**config.mk**
```make
export PLATFORM = sky130hd
export DESIGN_NAME = seq_uart_tx
export DESIGN_NICKNAME = d
export VERILOG_FILES = /design/src/rtl/seq_uart_tx.sv
export SDC_FILE = /design/constraint.sdc
export NUM_CORES = 1
export LEC_CHECK = 0
export CORE_MARGIN = 2
export CORE_UTILIZATION = 58
export CTS_CLUSTER_SIZE = 20
export DETAILED_ROUTE_END_ITERATION = 10
export GPL_ROUTABILITY_DRIVEN = 0
export GPL_TIMING_DRIVEN = 0
export PLACE_DENSITY = 0.83
export SLEW_MARGIN = 0
export SYNTH_ARGS = -nofsm -noshare
export SYNTH_HDL_FRONTEND = slang
export SYNTH_SLANG_ARGS = --single-unit
```
**constraint.sdc**
```tcl
create_clock -name clock -period 3.68 [get_ports clock]
set_clock_uncertainty 0.2 [all_clocks]
set_input_delay 0.736 -clock clock [delete_from_list [all_inputs] [get_ports clock]]
set_output_delay 0.736 -clock clock [all_outputs]
set_load 0.005 [all_outputs]
```
**src/rtl/seq_uart_tx.sv**
```systemverilog
// UART transmitter that drains a pull-style word source (get/in/empty).
// It sends one frame per word: a start bit, then W data bits LSB first, then STOP stop bits.
module seq_uart_tx #(
  parameter int W    = 8,
  parameter int DIV  = 16,
  parameter int STOP = 1
) (
  input  logic         clock,
  input  logic         reset,
  input  logic [W-1:0] in,
  output logic         get,
  input  logic         empty,
  input  logic         run,
  output logic         tx,
  output logic         busy,
  output logic         sent
);

  localparam int DW = (DIV > 1) ? $clog2(DIV) : 1;
  localparam int BW = $clog2(W + 1);

  if (DIV < 2) begin : g_bad_div
    $error("seq_uart_tx: DIV must be >= 2");
  end
  if (STOP < 1 || STOP > 2) begin : g_bad_stop
    $error("seq_uart_tx: STOP must be 1 or 2");
  end

  typedef enum logic [2:0] {S_IDLE, S_LOAD, S_START, S_DATA, S_STOP} state_t;

  state_t          state, state_n;
  logic [DW-1:0]   div, div_n;
  logic [BW-1:0]   bcnt, bcnt_n;
  logic [W-1:0]    shift, shift_n;
  logic            tx_n;
  logic            div_end;

  assign div_end = (div == DW'(DIV - 1));
  assign get     = (state == S_IDLE) & run & ~empty & ~reset;
  assign busy    = (state != S_IDLE);
  // In the stop phase, the bit counter is reused to count the stop bits.
  assign sent    = (state == S_STOP) & div_end & (bcnt == BW'(STOP - 1));

  always_ff @(posedge clock) begin
    if (reset) begin
      state <= S_IDLE;
      div   <= '0;
      bcnt  <= '0;
      shift <= '0;
      tx    <= 1'b1;
    end else begin
      state <= state_n;
      div   <= div_n;
      bcnt  <= bcnt_n;
      shift <= shift_n;
      tx    <= tx_n;
    end
  end

  always_comb begin
    state_n = state;
    div_n   = div;
    bcnt_n  = bcnt;
    shift_n = shift;
    tx_n    = tx;
    case (state)
      S_IDLE: begin
        tx_n = 1'b1;
        if (get) state_n = S_LOAD;
      end
      S_LOAD: begin
        shift_n = in;
        div_n   = '0;
        bcnt_n  = '0;
        tx_n    = 1'b0;
        state_n = S_START;
      end
      S_START: begin
        if (div_end) begin
          div_n   = '0;
          tx_n    = shift[0];
          state_n = S_DATA;
        end else begin
          div_n = div + DW'(1);
        end
      end
      S_DATA: begin
        if (div_end) begin
          div_n = '0;
          if (bcnt == BW'(W - 1)) begin
            bcnt_n  = '0;
            tx_n    = 1'b1;
            state_n = S_STOP;
          end else begin
            shift_n = shift >> 1;
            bcnt_n  = bcnt + BW'(1);
            tx_n    = shift_n[0];
          end
        end else begin
          div_n = div + DW'(1);
        end
      end
      S_STOP: begin
        tx_n = 1'b1;
        if (div_end) begin
          div_n = '0;
          if (bcnt == BW'(STOP - 1)) begin
            bcnt_n  = '0;
            state_n = S_IDLE;
          end else begin
            bcnt_n = bcnt + BW'(1);
          end
        end else begin
          div_n = div + DW'(1);
        end
      end
      default: state_n = S_IDLE;
    endcase
  end

endmodule

```
==> results by group <==
Setup path
  • WP data arrival: 2230 ps
  • CP required: 2740 ps
  • CP Class: in2out
  • Crit end category: output pin
  • Crit start category: input pin
  • Cells on worst reg2reg path: 6
  • Worst reg2reg startpoint: div[1]$_SDFFE_PP0P_
  • CP Max Fanout: 6
  • Critical R2R Capture: shift[3]$_SDFFE_PP0P_
  • Reg-to-reg slack, setup: between 1500 and 2000 ps

Worst hold path
  • Hold path depth: 2
  • Worst hold endpoint: shift[6]$_SDFFE_PP0P_
  • Hold Path Class: reg2reg
  • Worst Hold Launch: shift[7]$_SDFFE_PP0P_

STA
  • RSZ-0062 raised after global routing: no
  • Worst-Margin Slew: 520.3 ps
  • Final WS setup: approximately 500 ps
  • Hold_ws: 313.3 ps
  • F_max: 315.6 MHz
  • Fin. Hold Viols: 0
  • Total Neg Setup Slack: 0 ps
  • Slew headroom: 65.31%
  • Final max-slew violation count: 0
  • Min cycle time layout: between 3000 and 4000 ps
  • Setup-failing EPs final: 0
  • Fin crit share: 86.11%

Outcome
  • Status: complete, no violations

Route
  • Drt via density: 6.077
  • Final WL: 2686 um
  • Number of remaining DRC errors: 0
  • DR pass1 iterations: 4
  • DRT antenna net count: 0
  • Drt wl/cell: 13.85 um
  • Initial drt markers: 27
  • Vias: 1179

Global routing
  • First-pass GRT wire length: 4692 um
  • Number of global-route vias before repair: 1067
  • Initial antenna violation count: 0
  • Largest net degree at the start of global routing: 11
  • GR Util All Layers: about a quarter
  • Global route overflow: 0

Clocking
  • CTS tree: built
  • Clock Path Buffers: 2
  • Clock Pin Slew Worst Setup and Hold Paths: roughly 110 ps
  • TritonCTS buffer count: 3
  • Post-CTS Setup Bufs: 0
  • Clk Tree Root Cell: clkbuf_4
  • # clock sinks: 20
  • Resized cells post-CTS: 0
  • CTS H-tree lvls: 1
  • Hold bufs inserted after CTS: 0
  • Clk_lat worst skew: 290 ps

Synthesis
  • Avg Inst Size Synth: around 8.4 um^2
  • Post-synth EDFFs: 0
  • Yosys reg bits: 20
  • Unique masters post-synth: 46
  • Synth area leaders: dfxtp_1, a21oi_1, a311oi_1
  • Synthesized area: 1255 um^2
  • Post-synth top area share: 31.90%
  • Gate Count Post-Synth: 149
  • Dominant synthesized flop cell: dfxtp_1
  • Yosys warnings: 0
  • Register area share after synthesis: 31.90%
  • Post-Syn Nets: around 160
  • Post-synth ARST share: 0%
  • Synth area leader: dfxtp_1

Floorplan
  • Total core area: between 2000 and 2500 um^2
  • # IOs: 16
  • Num rows: 16
  • Initial Utilization: 62.69%
  • Die W: 50.52 um
  • Die Y: 50.52 um
  • DIE AREA: about 2600 um^2

Power and ir drop
  • Overall Power: 859.7 uW
  • Internal power: 513.7 uW
  • Switch Pwr: 346.0 uW
  • Max IR drop VDD: 0.0003324 V
  • Comb power frac: between 50% and 60%
  • Clock power share: 11.9%
  • Static Leak: 0.0005142 uW
  • Sw Ratio: 40.24%
  • Power Density: 588.3 nW/um^2
  • Flop pwr share: 36.7%

Layout
  • Synth-to-layout area growth: 16.45%
  • Ant. Diodes: 0
  • # fillers: 172
  • Commonest non-fill, non-tap cell in the layout: dfxtp_1
  • Final nets: 184
  • Most frequent cells in the layout: dfxtp_1, a21oi_1, clkdlybuf4s50_1
  • Layout cells sized above 1: about an eighth

Place
  • Port-buffer cells: 15
  • Post-DP HPWL: 2009 um
  • DP Worst Slack: 523.4 ps

Job
  • Max-Cap Viols: 0
[Yosys cell counts, types with 2 or more instances]
| master | count |
|---|---|
| dfxtp_1 | 20 |
| a21oi_1 | 15 |
| nand2_1 | 13 |
| nand3_1 | 12 |
| inv_1 | 8 |
| nor2_1 | 8 |
| a311oi_1 | 7 |
| clkbuf_1 | 7 |
| nand2b_1 | 4 |
| a211oi_1 | 3 |
| ha_1 | 3 |
| nor2b_1 | 3 |
| nor3_1 | 3 |
| o21ai_0 | 3 |
| a22oi_1 | 2 |
| buf_2 | 2 |
| buf_6 | 2 |
| mux2i_1 | 2 |
| o211ai_1 | 2 |
| o22ai_1 | 2 |
| or3_1 | 2 |
| or3b_1 | 2 |
[kinds of logic after synthesis]
kind of cell | count (synthesis) | share of synthesized area [%]
mux | 4 | 3.689
compound gates | 47 | 29.51
buf+inv | 20 | 7.678
flops | 20 | 31.90
fa+ha+maj | 3 | 2.991
simple gates | 54 | 23.53
xor+xnor | 1 | 0.6980
[routing by layer]
layer,GRT usage (%),routed length (um),up-vias
li1,-,-,586
met1,30.83,1172,555
met2,41.45,1343,36
met3,3.571,160,2
met4,5.405,10,0
met5,0,0,-
[worst max path at each step]
stage / from / end / cells past startpoint
finish: reset / get / 4
global route: reset / get / 4
CTS: reset / get / 4
detailed placement: reset / get / 4
global placement: reset / get / 4
floorplan: empty / state[0]$_SDFFE_PP0P_ / 4
[sequential cells by signal, indices dropped and copies added, names as in the netlist]
| register | flops |
|---|---|
| state | 3 |
| bcnt | 4 |
| tx | 1 |
| div | 4 |
| shift | 8 |
[power groups by stage]
stage                     combinational (uW)  clock, uW  sequential [uW]
after floorplan                          337          0              310
after global placement                   426          0              317
after detailed placement                 441          0              320
after CTS                                442        106              315
after global routing                     488        113              323
final                                    442        102              316
[cell type report]
class                           instances  area, um^2  area share [%]
Multi-Input combinational cell        109       758.2           51.88
Tap cell                               27       33.78           2.312
Timing Repair Buffer                   15       150.1           10.27
Buffer                                 12       66.31           4.538
Inverter                                8       30.03           2.055
Sequential cell                        20       400.4           27.40
Clock buffer                            3       22.52           1.541
[critical path, stage by stage]
cell and delay [ps]:
clkdlybuf4s50_1 510, or3b_1 400, nor2_1 90, clkdlybuf4s50_1 500
[through the flow]
stage,instance area [um^2],utilization [%],instances
after detailed placement,1439,71.88,191
after global routing,1461,73.00,194
after CTS,1461,73.00,194
after global placement,1439,71.88,191
final,1461,73.00,194
after floorplan,1255,-,149
(Power assumes the default switching activity.)
